`src/rtl/input_sram_arbiter.sv`:
```
// Arbitrates one writer and NUM_RD round-robin readers onto a single SRAM controller port.
// One transaction in flight at a time; out-of-range addresses are answered with an error, never issued.
module input_sram_arbiter #(
   parameter int unsigned NUM_RD       = 4,
   parameter int unsigned WR_BURST_MAX = 4,
   parameter int unsigned ADDR_LIMIT   = 12288,
   parameter int unsigned WAIT_MAX     = 8
) (
   input  logic                 clock,
   input  logic                 reset,
   input  logic                 wr_req,
   input  logic [31:0]          wr_addr,
   input  logic [127:0]         wr_data,
   output logic                 wr_ack,
   output logic                 wr_err,
   input  logic [NUM_RD-1:0]    rd_req,
   input  logic [NUM_RD*32-1:0] rd_addr,
   output logic [NUM_RD-1:0]    rd_ack,
   output logic                 rd_err,
   output logic [127:0]         rd_data,
   output logic [31:0]          sram_w_addr,
   output logic [127:0]         sram_w_d,
   output logic [31:0]          sram_r_addr,
   output logic                 sram_w_en,
   output logic                 sram_r_en,
   input  logic [127:0]         sram_r_d,
   input  logic                 sram_d_ready,
   input  logic                 sram_w_done
);

   localparam int unsigned PtrW   = (NUM_RD > 1) ? $clog2(NUM_RD) : 1;
   localparam int unsigned BurstW = $clog2(WR_BURST_MAX + 1);
   localparam int unsigned WaitW  = $clog2(WAIT_MAX + 1);

   typedef enum logic [1:0] {StIdle, StIssue, StWait, StResp} state_e;

   state_e            state_q;
   logic [PtrW-1:0]   rr_ptr_q;
   logic [BurstW-1:0] burst_q;
   logic [WaitW-1:0]  wait_q;
   logic              op_wr_q;
   logic [PtrW-1:0]   op_id_q;
   logic              reject_q;

   logic              any_rd;
   logic              rd_found;
   logic [PtrW-1:0]   rd_win;
   logic [31:0]       win_rd_addr;
   logic              burst_full;
   logic              grant_wr;
   logic [31:0]       win_addr;
   logic              win_bad;
   logic              done_hit;
   logic              timeout;
   logic              resp_go;
   logic              resp_err;

   // Round-robin search starting at rr_ptr_q, wrapping at NUM_RD-1.
   always_comb begin
      int idx;
      idx      = 0;
      rd_found = 1'b0;
      rd_win   = '0;
      for (int k = 0; k < int'(NUM_RD); k++) begin
         idx = int'(rr_ptr_q) + k;
         if (idx >= int'(NUM_RD)) idx = idx - int'(NUM_RD);
         if (!rd_found && rd_req[PtrW'(idx)]) begin
            rd_found = 1'b1;
            rd_win   = PtrW'(idx);
         end
      end
   end

   always_comb begin
      win_rd_addr = '0;
      for (int i = 0; i < int'(NUM_RD); i++) begin
         if (rd_win == PtrW'(i)) win_rd_addr = rd_addr[32*i +: 32];
      end
   end

   assign any_rd     = |rd_req;
   assign burst_full = (burst_q == BurstW'(WR_BURST_MAX));
   assign grant_wr   = wr_req && !(burst_full && any_rd);
   assign win_addr   = grant_wr ? wr_addr : win_rd_addr;
   assign win_bad    = (win_addr >= ADDR_LIMIT);

   // Strobes of the other operation type never complete the pending one.
   assign done_hit = op_wr_q ? sram_w_done : sram_d_ready;
   assign timeout  = (wait_q == WaitW'(WAIT_MAX - 1));
   assign resp_go  = ((state_q == StIssue) && reject_q) ||
                     ((state_q == StWait) && (done_hit || timeout));
   assign resp_err = (state_q == StIssue) || !done_hit;

   always_ff @(posedge clock) begin
      if (reset) begin
         state_q     <= StIdle;
         rr_ptr_q    <= '0;
         burst_q     <= '0;
         wait_q      <= '0;
         op_wr_q     <= 1'b0;
         op_id_q     <= '0;
         reject_q    <= 1'b0;
         wr_ack      <= 1'b0;
         wr_err      <= 1'b0;
         rd_ack      <= '0;
         rd_err      <= 1'b0;
         rd_data     <= '0;
         sram_w_addr <= '0;
         sram_w_d    <= '0;
         sram_r_addr <= '0;
         sram_w_en   <= 1'b0;
         sram_r_en   <= 1'b0;
      end else begin
         wr_ack    <= 1'b0;
         wr_err    <= 1'b0;
         rd_ack    <= '0;
         rd_err    <= 1'b0;
         sram_w_en <= 1'b0;
         sram_r_en <= 1'b0;
         if (!any_rd) burst_q <= '0;

         unique case (state_q)
            StIdle: begin
               if (wr_req || any_rd) begin
                  // Rejected requests pass one cycle through StIssue with no enable.
                  state_q  <= StIssue;
                  op_wr_q  <= grant_wr;
                  op_id_q  <= rd_win;
                  reject_q <= win_bad;
                  if (grant_wr) begin
                     // A write wins with reads pending only while burst_q < WR_BURST_MAX.
                     if (any_rd) burst_q <= burst_q + BurstW'(1);
                     if (!win_bad) begin
                        sram_w_en   <= 1'b1;
                        sram_w_addr <= wr_addr;
                        sram_w_d    <= wr_data;
                     end
                  end else begin
                     burst_q  <= '0;
                     rr_ptr_q <= (rd_win == PtrW'(NUM_RD - 1)) ? '0 : rd_win + PtrW'(1);
                     if (!win_bad) begin
                        sram_r_en   <= 1'b1;
                        sram_r_addr <= win_rd_addr;
                     end
                  end
               end
            end
            StIssue: begin
               wait_q <= '0;
               if (!reject_q) state_q <= StWait;
            end
            StWait: wait_q <= wait_q + WaitW'(1);
            StResp: state_q <= StIdle;
         endcase

         if (resp_go) begin
            state_q <= StResp;
            if (op_wr_q) begin
               wr_ack <= 1'b1;
               wr_err <= resp_err;
            end else begin
               rd_ack[op_id_q] <= 1'b1;
               rd_err          <= resp_err;
               rd_data         <= resp_err ? '0 : sram_r_d;
            end
         end
      end
   end

   a_rd_ack_onehot: assert property (@(posedge clock) disable iff (reset) $onehot0(rd_ack));
   a_ack_exclusive: assert property (@(posedge clock) disable iff (reset) !(wr_ack && |rd_ack));
   a_en_exclusive:  assert property (@(posedge clock) disable iff (reset) !(sram_w_en && sram_r_en));

endmodule
```
`config.mk`:
```
export PLATFORM = sky130hd
export DESIGN_NAME = input_sram_arbiter
export DESIGN_NICKNAME = d
export VERILOG_FILES = /design/src/rtl/input_sram_arbiter.sv
export SDC_FILE = /design/constraint.sdc
export NUM_CORES = 1
export LEC_CHECK = 0
export ABC_AREA = 1
export CAP_MARGIN = 20
export CELL_PAD_IN_SITES_DETAIL_PLACEMENT = 1
export CELL_PAD_IN_SITES_GLOBAL_PLACEMENT = 1
export CORE_AREA = 2 2 296 298
export CTS_CLUSTER_DIAMETER = 30
export DETAILED_ROUTE_END_ITERATION = 8
export DIE_AREA = 0 0 298 300
export PLACE_DENSITY_LB_ADDON = 0.05
export REMOVE_ABC_BUFFERS = 1
export SLEW_MARGIN = 20
export SYNTH_ARGS = -nofsm -noshare
export SYNTH_HDL_FRONTEND = slang
export SYNTH_SLANG_ARGS = --single-unit
```
`constraint.sdc`:
```
create_clock -name clock -period 7.7 [get_ports clock]
set_input_delay 1.925 -clock clock [delete_from_list [all_inputs] [get_ports clock]]
set_output_delay 1.925 -clock clock [all_outputs]
set_load 0.05 [all_outputs]
```
; ---- Word level (Yosys, flattened, before mapping)
; Cells that the tools add are included.
[word_totals]
regBits = 344
in_bits = 425
output_inout_bits = 329
wordCells = 132
[op_classes]
addsub = 10
n_lt_le_gt_ge = 11
eq_ne = 10
n_mux = 45
n_bitwise = 6
reduce_logical = 33
[ops]
columns = op, count
row1 = 2-to-1 mux 32 bit, 5
row2 = 2-to-1 mux 128 bit, 1
row3 = "greater-or-equal comparator 32 x 14 -> 1 bit, second input constant", 1
row4 = 2-to-1 mux 2 bit, 12
row5 = "< comparator 2 x 4 -> 1 bit, second input constant", 4
row6 = 2-to-1 mux 1 bit, 15
row7 = 2-to-1 mux 3 bit, 5
row8 = OR reduction 4 bit, 3
row9 = "greater-or-equal comparator 3 bit, second input constant", 3
row10 = binary-select mux 1 bit (select 2 bit), 4
row11 = "equality test 2 bit, second input constant", 4
row12 = logical AND 1 bit, 8
row13 = one-hot mux 4 bit (2 select lines), 1
row14 = AND reduction 4 bit, 2
row15 = "subtractor 2 x 1 -> 2 bit, second input constant", 4
row16 = "adder 2 x 2 -> 3 bit, second input constant", 2
row17 = "inequality test 3 bit, second input constant", 2
row18 = inverter 1 bit, 6
row19 = one-hot mux 2 bit (3 select lines), 1
row20 = AND reduction 3 bit, 2
row21 = OR reduction 3 bit, 2
row22 = zero test 1 bit, 5
row23 = "adder 4 x 1 -> 4 bit, second input constant", 1
row24 = "equality test 2 x 1 -> 1 bit, second input constant", 2
row25 = other kinds (15), 20

; ---- Longest topological paths before layout
; Gate-level depths: netlist of run 1.
[logic_depth]
ltp_word = 24
depth_mapped = 31

; ---- Worst setup path before layout of run 1
; OpenSTA, ideal clock, no wires.
[synth_timing]
path_kind = input to register
start = input rd_req[1]
end = register sram_w_d[10]
setup_time_ns = 0.064
arrival_ns = 4.694
required_ns = 7.636
slack_ns = 2.942
stages = 26
path_buffers = 4
cell_sequence = inv_1 > o21ai_0 > o21ai_0 > nand2_1 > nor2_1 > nand2_1 > o21ai_0 > inv_1 > ha_1 > buf_4 > inv_2 > nor2_2 > buf_4 > nand2_1 > nand2_1 > a22oi_1 > nand2_1 > nor2_1 > nand2_1 > nand2_2 > nand3_2 > buf_6 > buf_2 > nand2_1 > inv_1 > nor2_1
[synth_via]
elab_chain_cells = 22
word_cells_on_any_way = 42
classes_between = order compare: 1 / eq/ne: 3 / mux: 24 / bitwise: 1 / reduce/logical: 13
[synth_lines]
columns = element, line
row1 = start: declaration, 16  ; input logic [NUM_RD-1:0] rd_req,
row2 = binary-select mux 1 bit (select 2 bit), 67  ; if (!rd_found && rd_req[PtrW'(idx)]) begin
row3 = 2-to-1 mux 1 bit (not written as such) (2 in series), 67
row4 = 2-to-1 mux 1 bit, 67
row5 = zero test 1 bit, 67
row6 = logical AND 1 bit, 67
row7 = 2-to-1 mux 1 bit, 67
row8 = zero test 1 bit, 67
row9 = logical AND 1 bit, 67
row10 = [4 not listed], -
row11 = named net rd_win[0], 47  ; logic [PtrW-1:0] rd_win;
row12 = zero test 2 bit, 77  ; if (rd_win == PtrW'(i)) win_rd_addr = rd_addr[32*i +: 32];
row13 = 2-to-1 mux 32 bit (3 in series), 77
row14 = 2-to-1 mux 32 bit *, 77
row15 = 2-to-1 mux 32 bit *, 84  ; assign win_addr = grant_wr ? wr_addr : win_rd_addr;
row16 = greater-or-equal comparator 32 x 14 -> 1 bit *, 85  ; assign win_bad = (win_addr >= ADDR_LIMIT);
row17 = inverter 1 bit (no source line) *, -
row18 = AND reduction 4 bit (no source line) *, -
row19 = end signal: assignment, 136  ; sram_w_d <= wr_data;
row20 = end: declaration, 22  ; output logic [127:0] sram_w_d,
; The timed path passes the listed nets; every way through them passes the cells marked *. The select of a mux whose other input is x is not followed.
; A chain may end at the register's enable or synchronous reset.

; ---- Worst setup path after layout of run 1
[layout_timing]
start = input rd_req[3]
end = register sram_w_d[28]
; Same word-level chain as after synthesis.

==> impl_metrics.xml, run 1 <==
<?xml version="1.0" encoding="UTF-8"?>
<metrics>
  <group name="critical_path">
    <metric name="crit-reg2reg-capture" unit="">sram_w_d[28]</metric>
    <metric name="worst-setup-path-type" unit="">input pin to flip-flop</metric>
    <metric name="timing.critical_path.arrival" unit="ns">6.67</metric>
    <metric name="r2r_slack" unit="ns">2.65</metric>
    <metric name="critPathLaunchType" unit="">input pin</metric>
    <metric name="worstPathMaxFanout" unit="">69</metric>
    <metric name="worstReg2RegStart" unit="">rr_ptr_q[0]</metric>
    <metric name="setup.worst_path.end_class" unit="">flip-flop</metric>
    <metric name="critical_path_required" unit="ns">8.29</metric>
    <metric name="ff2ff_path_depth" unit="">20</metric>
  </group>
  <group name="drt">
    <metric name="via_count_normalized_by_instance_count" unit="">4.17</metric>
    <metric name="remaining_drc_errors" unit="">0</metric>
    <metric name="drt-initial-drc-count" unit="">675</metric>
    <metric name="postRouteAntennaNets" unit="">0</metric>
    <metric name="detail_route.wirelength" unit="mm">85.1</metric>
    <metric name="dr_total_vias" unit="">18413</metric>
    <metric name="first_pass_iters" unit="">6</metric>
    <metric name="routed_wirelength_normalized_by_instance_count" unit="um">19.3</metric>
  </group>
  <group name="synth">
    <metric name="synth-edff-count" unit="">0</metric>
    <metric name="post_synthesis_adder_cell_area_fraction" unit="%">0.863</metric>
    <metric name="ys_dominant_reg_cell" unit="">sky130_fd_sc_hd__dfxtp_1</metric>
    <metric name="synth-xor-area-share" unit="%">0.165</metric>
    <metric name="post_synthesis_compound_gate_area_fraction" unit="%">7.84</metric>
    <metric name="ys.warnings.count" unit="">0</metric>
    <metric name="post_synthesis_mux_area_share" unit="%">0</metric>
    <metric name="seq_area_frac_synth" unit="%">43.2</metric>
    <metric name="post_syn_instances" unit="">2421</metric>
    <metric name="postSynthRegisterBits" unit="">344</metric>
    <metric name="synthDominantAreaCellType" unit="">sky130_fd_sc_hd__dfxtp_1</metric>
    <metric name="simple_gate_share_of_the_synthesized_area" unit="%">31.1</metric>
    <metric name="main_combinational_cell_family_by_area_after_synthesis" unit="">simple AND/OR/NAND/NOR gates</metric>
    <metric name="yosys-top-cells-area" unit="">sky130_fd_sc_hd__dfxtp_1, sky130_fd_sc_hd__nand2_1, sky130_fd_sc_hd__inv_1, sky130_fd_sc_hd__nand4_1, sky130_fd_sc_hd__nor2_1</metric>
    <metric name="count_of_unique_library_cells_instantiated_by_yosys" unit="">32</metric>
    <metric name="synth_top_cell_area_share" unit="%">43.2</metric>
    <metric name="post_synth_instance_area" unit="um^2">16000</metric>
    <metric name="asyncSetResetFlopFracSynth" unit="%">0</metric>
    <metric name="postSynthAreaPerCell" unit="um^2">6.59</metric>
    <metric name="ys_top_cells_by_count" unit="">sky130_fd_sc_hd__nand2_1, sky130_fd_sc_hd__inv_1, sky130_fd_sc_hd__dfxtp_1</metric>
    <metric name="synthMostInstantiatedCell" unit="">sky130_fd_sc_hd__nand2_1</metric>
  </group>
  <group name="cts">
    <metric name="cts.repair_timing.setup_buffer_count" unit="">0</metric>
    <metric name="clockBufferDepth" unit="">3</metric>
    <metric name="clock-sinks" unit="">344</metric>
    <metric name="clock_insertion_delay_worst_skew" unit="ns">0.69</metric>
    <metric name="holdBufCountCts" unit="">0</metric>
    <metric name="cts_tree" unit="">yes</metric>
    <metric name="cts_made_buffers" unit="">131</metric>
    <metric name="h_tree_lvl_count" unit="">4</metric>
    <metric name="postCtsResizedCells" unit="">0</metric>
    <metric name="clockRootBuffer" unit="">sky130_fd_sc_hd__clkbuf_16</metric>
    <metric name="clk_transition_reported_paths" unit="ns">0.04</metric>
  </group>
  <group name="cells_and_area">
    <metric name="storage_cell_area" unit="um^2">6890</metric>
    <metric name="num-fill-cells" unit="">10432</metric>
    <metric name="layout_stage_area_growth_over_the_synthesis_result" unit="%">79.6</metric>
    <metric name="design_area" unit="um^2">28600</metric>
    <metric name="layout-drive-gt1-share" unit="%">7.31</metric>
    <metric name="finalNetCount" unit="">3594</metric>
    <metric name="stdcell_count" unit="">4412</metric>
    <metric name="final_core_util" unit="%">33.2</metric>
    <metric name="multi_input_area" unit="um^2">6440</metric>
  </group>
  <group name="placement">
    <metric name="total_placed_instance_area" unit="um^2">24500</metric>
    <metric name="place.port_buffers" unit="">753</metric>
    <metric name="number_of_instances_in_the_placed_design" unit="">4180</metric>
    <metric name="gp_congestion" unit="">0.805</metric>
    <metric name="detailed_place_hpwl" unit="mm">60.4</metric>
  </group>
  <group name="worst_hold_path">
    <metric name="worst_hold_startpoint" unit="">sram_r_addr[31]</metric>
    <metric name="hold_class" unit="">flip-flop to flip-flop</metric>
    <metric name="whs_endpoint" unit="">sram_r_addr[31]</metric>
    <metric name="worstHoldPathCells" unit="">2</metric>
  </group>
  <group name="sta">
    <metric name="finalClockSkew" unit="ns">0.0173</metric>
    <metric name="max-slew-margin-rel" unit="%">37.0</metric>
    <metric name="max_freq" unit="MHz">165</metric>
    <metric name="setup_viol_count_final" unit="">0</metric>
    <metric name="report.final.slew_viol_count" unit="">0</metric>
    <metric name="number_of_failing_hold_endpoints_at_the_final_stage" unit="">0</metric>
    <metric name="final.min_clock_period" unit="ns">6.07</metric>
    <metric name="min_period_over_period" unit="%">78.9</metric>
    <metric name="unrepaired_setup_endpoints_after_global_routing" unit="">false</metric>
    <metric name="worstMarginPinSlew" unit="ns">0.945</metric>
  </group>
  <group name="die">
    <metric name="die_span_in_x" unit="um">298</metric>
    <metric name="design.core.area" unit="um^2">86200</metric>
    <metric name="boundaryPins" unit="">754</metric>
    <metric name="dieArea" unit="um^2">89400</metric>
    <metric name="floorplan.rows" unit="">108</metric>
    <metric name="initial_utilization" unit="%">18.5</metric>
    <metric name="die_height" unit="um">300</metric>
  </group>
  <group name="global_routing">
    <metric name="grt_pass1_vias" unit="">19644</metric>
    <metric name="antenna_found_initial" unit="">20</metric>
    <metric name="total_global_routing_overflow" unit="">0</metric>
    <metric name="globalRouteTotalUtil" unit="%">18.7</metric>
    <metric name="grt_start_max_net_pins" unit="">157</metric>
    <metric name="global_route_wire_length_before_repair" unit="mm">126</metric>
  </group>
  <group name="job">
    <metric name="max_cap_violations" unit="">0</metric>
  </group>
  <group name="power_and_ir_drop">
    <metric name="power-per-cell-area" unit="nW/um^2">348</metric>
    <metric name="static_leakage" unit="nW">12.3</metric>
    <metric name="worst_ir_drop_vdd" unit="mV">0.209</metric>
  </group>
  <group name="run_status">
    <metric name="run_status" unit="">finished clean</metric>
  </group>
</metrics>
## stage by stage
step                worst slack [ns]  power (mW)  hold WS [ns]  setup TNS [ns]
CTS                             1.26        10.2         0.440               0
floorplan                      -2.51        3.87         0.421         -710.30
finish                          1.63        9.97         0.437               0
detailed placement             0.520        5.13         0.431               0
global placement               0.589        5.12         0.425               0
global route                   0.938        10.6         0.453               0
## critical path: stages
cell	delay, ns
sky130_fd_sc_hd__clkdlybuf4s50_1	0.43
sky130_fd_sc_hd__inv_1	0.10
sky130_fd_sc_hd__a21oi_1	0.11
sky130_fd_sc_hd__nand2_1	0.09
sky130_fd_sc_hd__o21ai_0	0.10
sky130_fd_sc_hd__inv_1	0.08
sky130_fd_sc_hd__nand2_1	0.06
sky130_fd_sc_hd__nor2_1	0.13
sky130_fd_sc_hd__nand2_1	0.09
sky130_fd_sc_hd__o21ai_0	0.55
sky130_fd_sc_hd__ha_1	0.26
sky130_fd_sc_hd__buf_4	0.37
sky130_fd_sc_hd__inv_2	0.33
sky130_fd_sc_hd__or2_1	0.30
sky130_fd_sc_hd__nand2_1	0.09
sky130_fd_sc_hd__nor2_1	0.05
sky130_fd_sc_hd__nor2_1	0.13
sky130_fd_sc_hd__nand2_1	0.14
sky130_fd_sc_hd__nand2_8	0.16
sky130_fd_sc_hd__buf_4	0.68
sky130_fd_sc_hd__nand4_1	0.21
sky130_fd_sc_hd__nand2_1	0.11
sky130_fd_sc_hd__nor2_1	0.04
## placed cells by master, fill, tap and decap left out, drive strengths merged, types with 2 or more instances in the layout
cell           instances
clkdlybuf4s50        753
nand2                582
inv                  513
dfxtp                344
nor2                 239
clkbuf               212
o21ai                164
nand3                161
nand4                157
a21oi                 32
buf                   21
a22oi                 16
o211ai                14
ha                    11
clkinv                 9
nor3                   7
nor4                   4
diode                  3
bufinv                 3
xor2                   2
a21boi                 2
o31ai                  2
## final cells by class
cell class	instances	share of cell area (%)
diodes	3	0.0262
clock buffers	212	13.7
clock inverters	17	0.882
inverters	508	6.69
multi-input cells	1399	22.5
flip-flops and latches	344	24.0
well taps	1155	5.04
repair buffers	774	27.1
## sequential cells by signal, indices dropped and copies added, names as in the netlist, 2 cells and up
register / cells
op_id_q: 2
state_q: 2
rd_data: 128
rr_ptr_q: 2
rd_ack: 4
sram_w_d: 128
burst_q: 3
sram_r_addr: 32
sram_w_addr: 32
wait_q: 4
## logic make-up after synthesis
family | Yosys count
compound gates | 232
flops | 344
simple gates | 1153
xor+xnor | 3
fa+ha+maj | 11
buf+inv | 678
## report_power, final
| group | total [mW] | switching (mW) | internal [mW] |
|---|---|---|---|
| registers | 1.97 | 0.0699 | 1.90 |
| logic | 3.08 | 2.13 | 0.948 |
| clock network | 4.92 | 1.41 | 3.51 |
| total | 9.97 | 3.61 | 6.36 |
## layer usage
layer	share of wire [%]	up-vias	track usage, %
met4	1.8	32	5.38
li1	-	8957	-
met2	50	583	32.8
met3	8.9	142	8.56
met5	0.25	-	0
met1	39	8699	20.2
## how the worst max path moves through the flow
| stage | start | endpoint | slack, ns | cells after the start |
|---|---|---|---|---|
| after floorplan | reset | rd_data[0] | -2.51 | 3 |
| after global placement | rd_req[0] | sram_w_d[97] | 0.59 | 23 |
| final | rd_req[3] | sram_w_d[28] | 1.63 | 23 |
| after CTS | rd_req[2] | sram_w_d[88] | 1.26 | 25 |
| after detailed placement | rd_req[2] | sram_w_d[14] | 0.52 | 25 |
| after global routing | rd_req[2] | sram_r_addr[10] | 0.94 | 24 |
No activity file was read; power rests on OpenSTA's default activity.
==> inputs of run 2 (changes only) <==
- clock period: 7.7 -> 5.45 ns (I/O delays scaled with it)
==> run 2 against run 1 <==
Net effect: non-clock buffer count grew 52; global-route usage is 0.068 points lower; highest routed layer unchanged; cell area grew 2.4%; hold slack better by 0.00082 ns; wire length barely moved; die area did not move; sequential share of layout area decreased by 0.57 points; sequential cell count unchanged; cell count increased by 1.2%; critical endpoint is now sram_w_addr[11]; core utilization grew 0.80 points; count of clock-buffer cells in the layout fell by 9.
==> impl_metrics.xml, run 2 (synthesized netlist as in run 1, its figures left out) <==
<?xml version="1.0" encoding="UTF-8"?>
<metrics>
  <group name="die">
    <metric name="boundaryPins" unit="">754</metric>
    <metric name="dieArea" unit="um^2">89400</metric>
    <metric name="initial_utilization" unit="%">18.5</metric>
    <metric name="design.core.area" unit="um^2">86200</metric>
    <metric name="die_span_in_x" unit="um">298</metric>
    <metric name="die_height" unit="um">300</metric>
    <metric name="floorplan.rows" unit="">108</metric>
  </group>
  <group name="worst_hold_path">
    <metric name="worst_hold_startpoint" unit="">sram_r_addr[18]</metric>
    <metric name="worstHoldPathCells" unit="">2</metric>
    <metric name="hold_class" unit="">flip-flop to flip-flop</metric>
    <metric name="whs_endpoint" unit="">sram_r_addr[18]</metric>
  </group>
  <group name="cells_and_area">
    <metric name="layout_stage_area_growth_over_the_synthesis_result" unit="%">83.9</metric>
    <metric name="mostFrequentLayoutCell" unit="">sky130_fd_sc_hd__clkdlybuf4s50_1</metric>
    <metric name="multi_input_area" unit="um^2">6440</metric>
    <metric name="layout.cells.most_common_list" unit="">sky130_fd_sc_hd__clkdlybuf4s50_1, sky130_fd_sc_hd__nand2_1, sky130_fd_sc_hd__inv_1</metric>
    <metric name="design_area" unit="um^2">29300</metric>
    <metric name="num-fill-cells" unit="">10435</metric>
    <metric name="largest_registers" unit="">rd_data x128, sram_w_d x128</metric>
    <metric name="finalNetCount" unit="">3646</metric>
    <metric name="storage_cell_area" unit="um^2">6890</metric>
    <metric name="layout-drive-gt1-share" unit="%">9.07</metric>
  </group>
  <group name="sta">
    <metric name="number_of_failing_hold_endpoints_at_the_final_stage" unit="">0</metric>
    <metric name="finalHoldWorstSlack" unit="ns">0.438</metric>
    <metric name="max-slew-margin-rel" unit="%">34.4</metric>
    <metric name="min_period_over_period" unit="%">84.4</metric>
    <metric name="max_freq" unit="MHz">217</metric>
    <metric name="worstMarginPinSlew" unit="ns">0.981</metric>
    <metric name="final.min_clock_period" unit="ns">4.60</metric>
    <metric name="finalClockSkew" unit="ns">0.0234</metric>
    <metric name="report.final.slew_viol_count" unit="">0</metric>
    <metric name="tns" unit="ns">0</metric>
    <metric name="unrepaired_setup_endpoints_after_global_routing" unit="">false</metric>
    <metric name="setup_viol_count_final" unit="">0</metric>
  </group>
  <group name="placement">
    <metric name="gp_congestion" unit="">0.836</metric>
    <metric name="detailed_place_hpwl" unit="mm">63.8</metric>
    <metric name="place.port_buffers" unit="">753</metric>
    <metric name="total_placed_instance_area" unit="um^2">25100</metric>
  </group>
  <group name="drt">
    <metric name="postRouteAntennaNets" unit="">0</metric>
    <metric name="first_pass_iters" unit="">5</metric>
    <metric name="drt-initial-drc-count" unit="">713</metric>
    <metric name="via_count_normalized_by_instance_count" unit="">4.16</metric>
    <metric name="remaining_drc_errors" unit="">0</metric>
    <metric name="routed_wirelength_normalized_by_instance_count" unit="um">19.1</metric>
    <metric name="dr_total_vias" unit="">18563</metric>
    <metric name="detail_route.wirelength" unit="mm">85.2</metric>
  </group>
  <group name="run_status">
    <metric name="run_status" unit="">finished clean</metric>
  </group>
  <group name="critical_path">
    <metric name="worstReg2RegStart" unit="">rr_ptr_q[0]</metric>
    <metric name="worst-setup-path-type" unit="">input pin to flip-flop</metric>
    <metric name="critPathLaunchType" unit="">input pin</metric>
    <metric name="critical_path_required" unit="ns">6.02</metric>
    <metric name="crit-reg2reg-capture" unit="">sram_w_addr[11]</metric>
    <metric name="worstPathMaxFanout" unit="">20</metric>
    <metric name="ff2ff_path_depth" unit="">24</metric>
    <metric name="timing.critical_path.arrival" unit="ns">5.17</metric>
    <metric name="r2r_slack" unit="ns">1.32</metric>
    <metric name="setup.worst_path.end_class" unit="">flip-flop</metric>
  </group>
  <group name="job">
    <metric name="max_cap_violations" unit="">0</metric>
  </group>
  <group name="global_routing">
    <metric name="grt_start_max_net_pins" unit="">131</metric>
    <metric name="total_global_routing_overflow" unit="">0</metric>
    <metric name="antenna_found_initial" unit="">18</metric>
    <metric name="globalRouteTotalUtil" unit="%">18.6</metric>
    <metric name="grt_pass1_vias" unit="">19999</metric>
    <metric name="global_route_wire_length_before_repair" unit="mm">126</metric>
  </group>
  <group name="cts">
    <metric name="clockRootBuffer" unit="">sky130_fd_sc_hd__clkbuf_16</metric>
    <metric name="clock_insertion_delay_worst_skew" unit="ns">0.69</metric>
    <metric name="clockBufferDepth" unit="">3</metric>
    <metric name="cts_tree" unit="">yes</metric>
    <metric name="clk_transition_reported_paths" unit="ns">0.04</metric>
    <metric name="cts_made_buffers" unit="">131</metric>
    <metric name="holdBufCountCts" unit="">0</metric>
    <metric name="h_tree_lvl_count" unit="">4</metric>
    <metric name="clock-sinks" unit="">344</metric>
    <metric name="cts.repair_timing.setup_buffer_count" unit="">0</metric>
    <metric name="postCtsResizedCells" unit="">0</metric>
  </group>
  <group name="power_and_ir_drop">
    <metric name="worst_ir_drop_vdd" unit="mV">0.467</metric>
    <metric name="power-per-cell-area" unit="nW/um^2">491</metric>
    <metric name="report.power.total" unit="mW">14.4</metric>
    <metric name="static_leakage" unit="nW">12.6</metric>
  </group>
</metrics>
-- run 2: changes by cell type in the layout (fill, tap and decap cells not counted), sizes merged --
| cell | delta |
|---|---|
| buf | +52 |
| clkinv | +14 |
| bufinv | -3 |
| clkbuf | -9 |
-- run 2: routing by layer --
layer / vias up / wire length [um] / GRT usage, %
met5: - / 185 / 0
met4: 28 / 1680 / 5.62
met3: 136 / 7100 / 7.96
met2: 539 / 42900 / 33.3
met1: 8799 / 33300 / 19.9
li1: 9061 / - / -
-- run 2: worst max path at each step --
stage | start | cells after the start | to
2_1_floorplan | reset | 3 | rd_data[0]
3_3_place_gp | rd_req[0] | 24 | sram_r_addr[6]
3_5_place_dp | rd_req[0] | 24 | sram_r_addr[6]
4_1_cts | rd_req[0] | 24 | sram_r_addr[6]
5_1_grt | rd_req[0] | 24 | sram_r_addr[6]
6_report | rd_req[0] | 25 | sram_w_addr[11]
-- run 2: layout make-up --
cell class | instances | area share [%]
clock buffers | 203 | 13.3
repair buffers | 826 | 28.8
flip-flops and latches | 344 | 23.5
multi-input cells | 1399 | 22.0
diodes | 3 | 0.0256
clock inverters | 28 | 1.03
inverters | 508 | 6.53
well taps | 1155 | 4.93
-- run 2: report_power, final --
part	internal [mW]	switching, mW
registers	2.69	0.101
clock network	4.85	2.05
logic	1.65	3.08
total	9.19	5.23
-- run 2: through the flow --
stage          std cells  setup WS, ns  utilization (%)
3_3_place_gp        4232         0.165             29.2
5_1_grt             4464         0.395             34.0
2_1_floorplan       2251         -4.20                -
3_5_place_dp        4232         0.110             29.2
6_report            4466         0.849             34.0
4_1_cts             4463         0.863             34.0
-- run 2: critical path: stages --
cell and delay, ns:
sky130_fd_sc_hd__clkdlybuf4s50_1 0.44, sky130_fd_sc_hd__nand2_1 0.08, sky130_fd_sc_hd__o21ai_0 0.10, sky130_fd_sc_hd__o21ai_0 0.25, sky130_fd_sc_hd__nand2_1 0.12, sky130_fd_sc_hd__nor2_1 0.13
sky130_fd_sc_hd__nand2_1 0.08, sky130_fd_sc_hd__nand3_1 0.06, sky130_fd_sc_hd__o21ai_0 0.18, sky130_fd_sc_hd__inv_1 0.14, sky130_fd_sc_hd__ha_1 0.37, sky130_fd_sc_hd__inv_2 0.15
sky130_fd_sc_hd__buf_4 0.18, sky130_fd_sc_hd__nor2_1 0.11, sky130_fd_sc_hd__nor2_1 0.06, sky130_fd_sc_hd__a21oi_1 0.15, sky130_fd_sc_hd__nand3_1 0.12, sky130_fd_sc_hd__nor2_1 0.10
sky130_fd_sc_hd__nand2_1 0.13, sky130_fd_sc_hd__nand2_8 0.14, sky130_fd_sc_hd__buf_12 0.19, sky130_fd_sc_hd__buf_12 0.18, sky130_fd_sc_hd__nand4_1 0.11, sky130_fd_sc_hd__nand2_1 0.11
sky130_fd_sc_hd__nor2_1 0.05
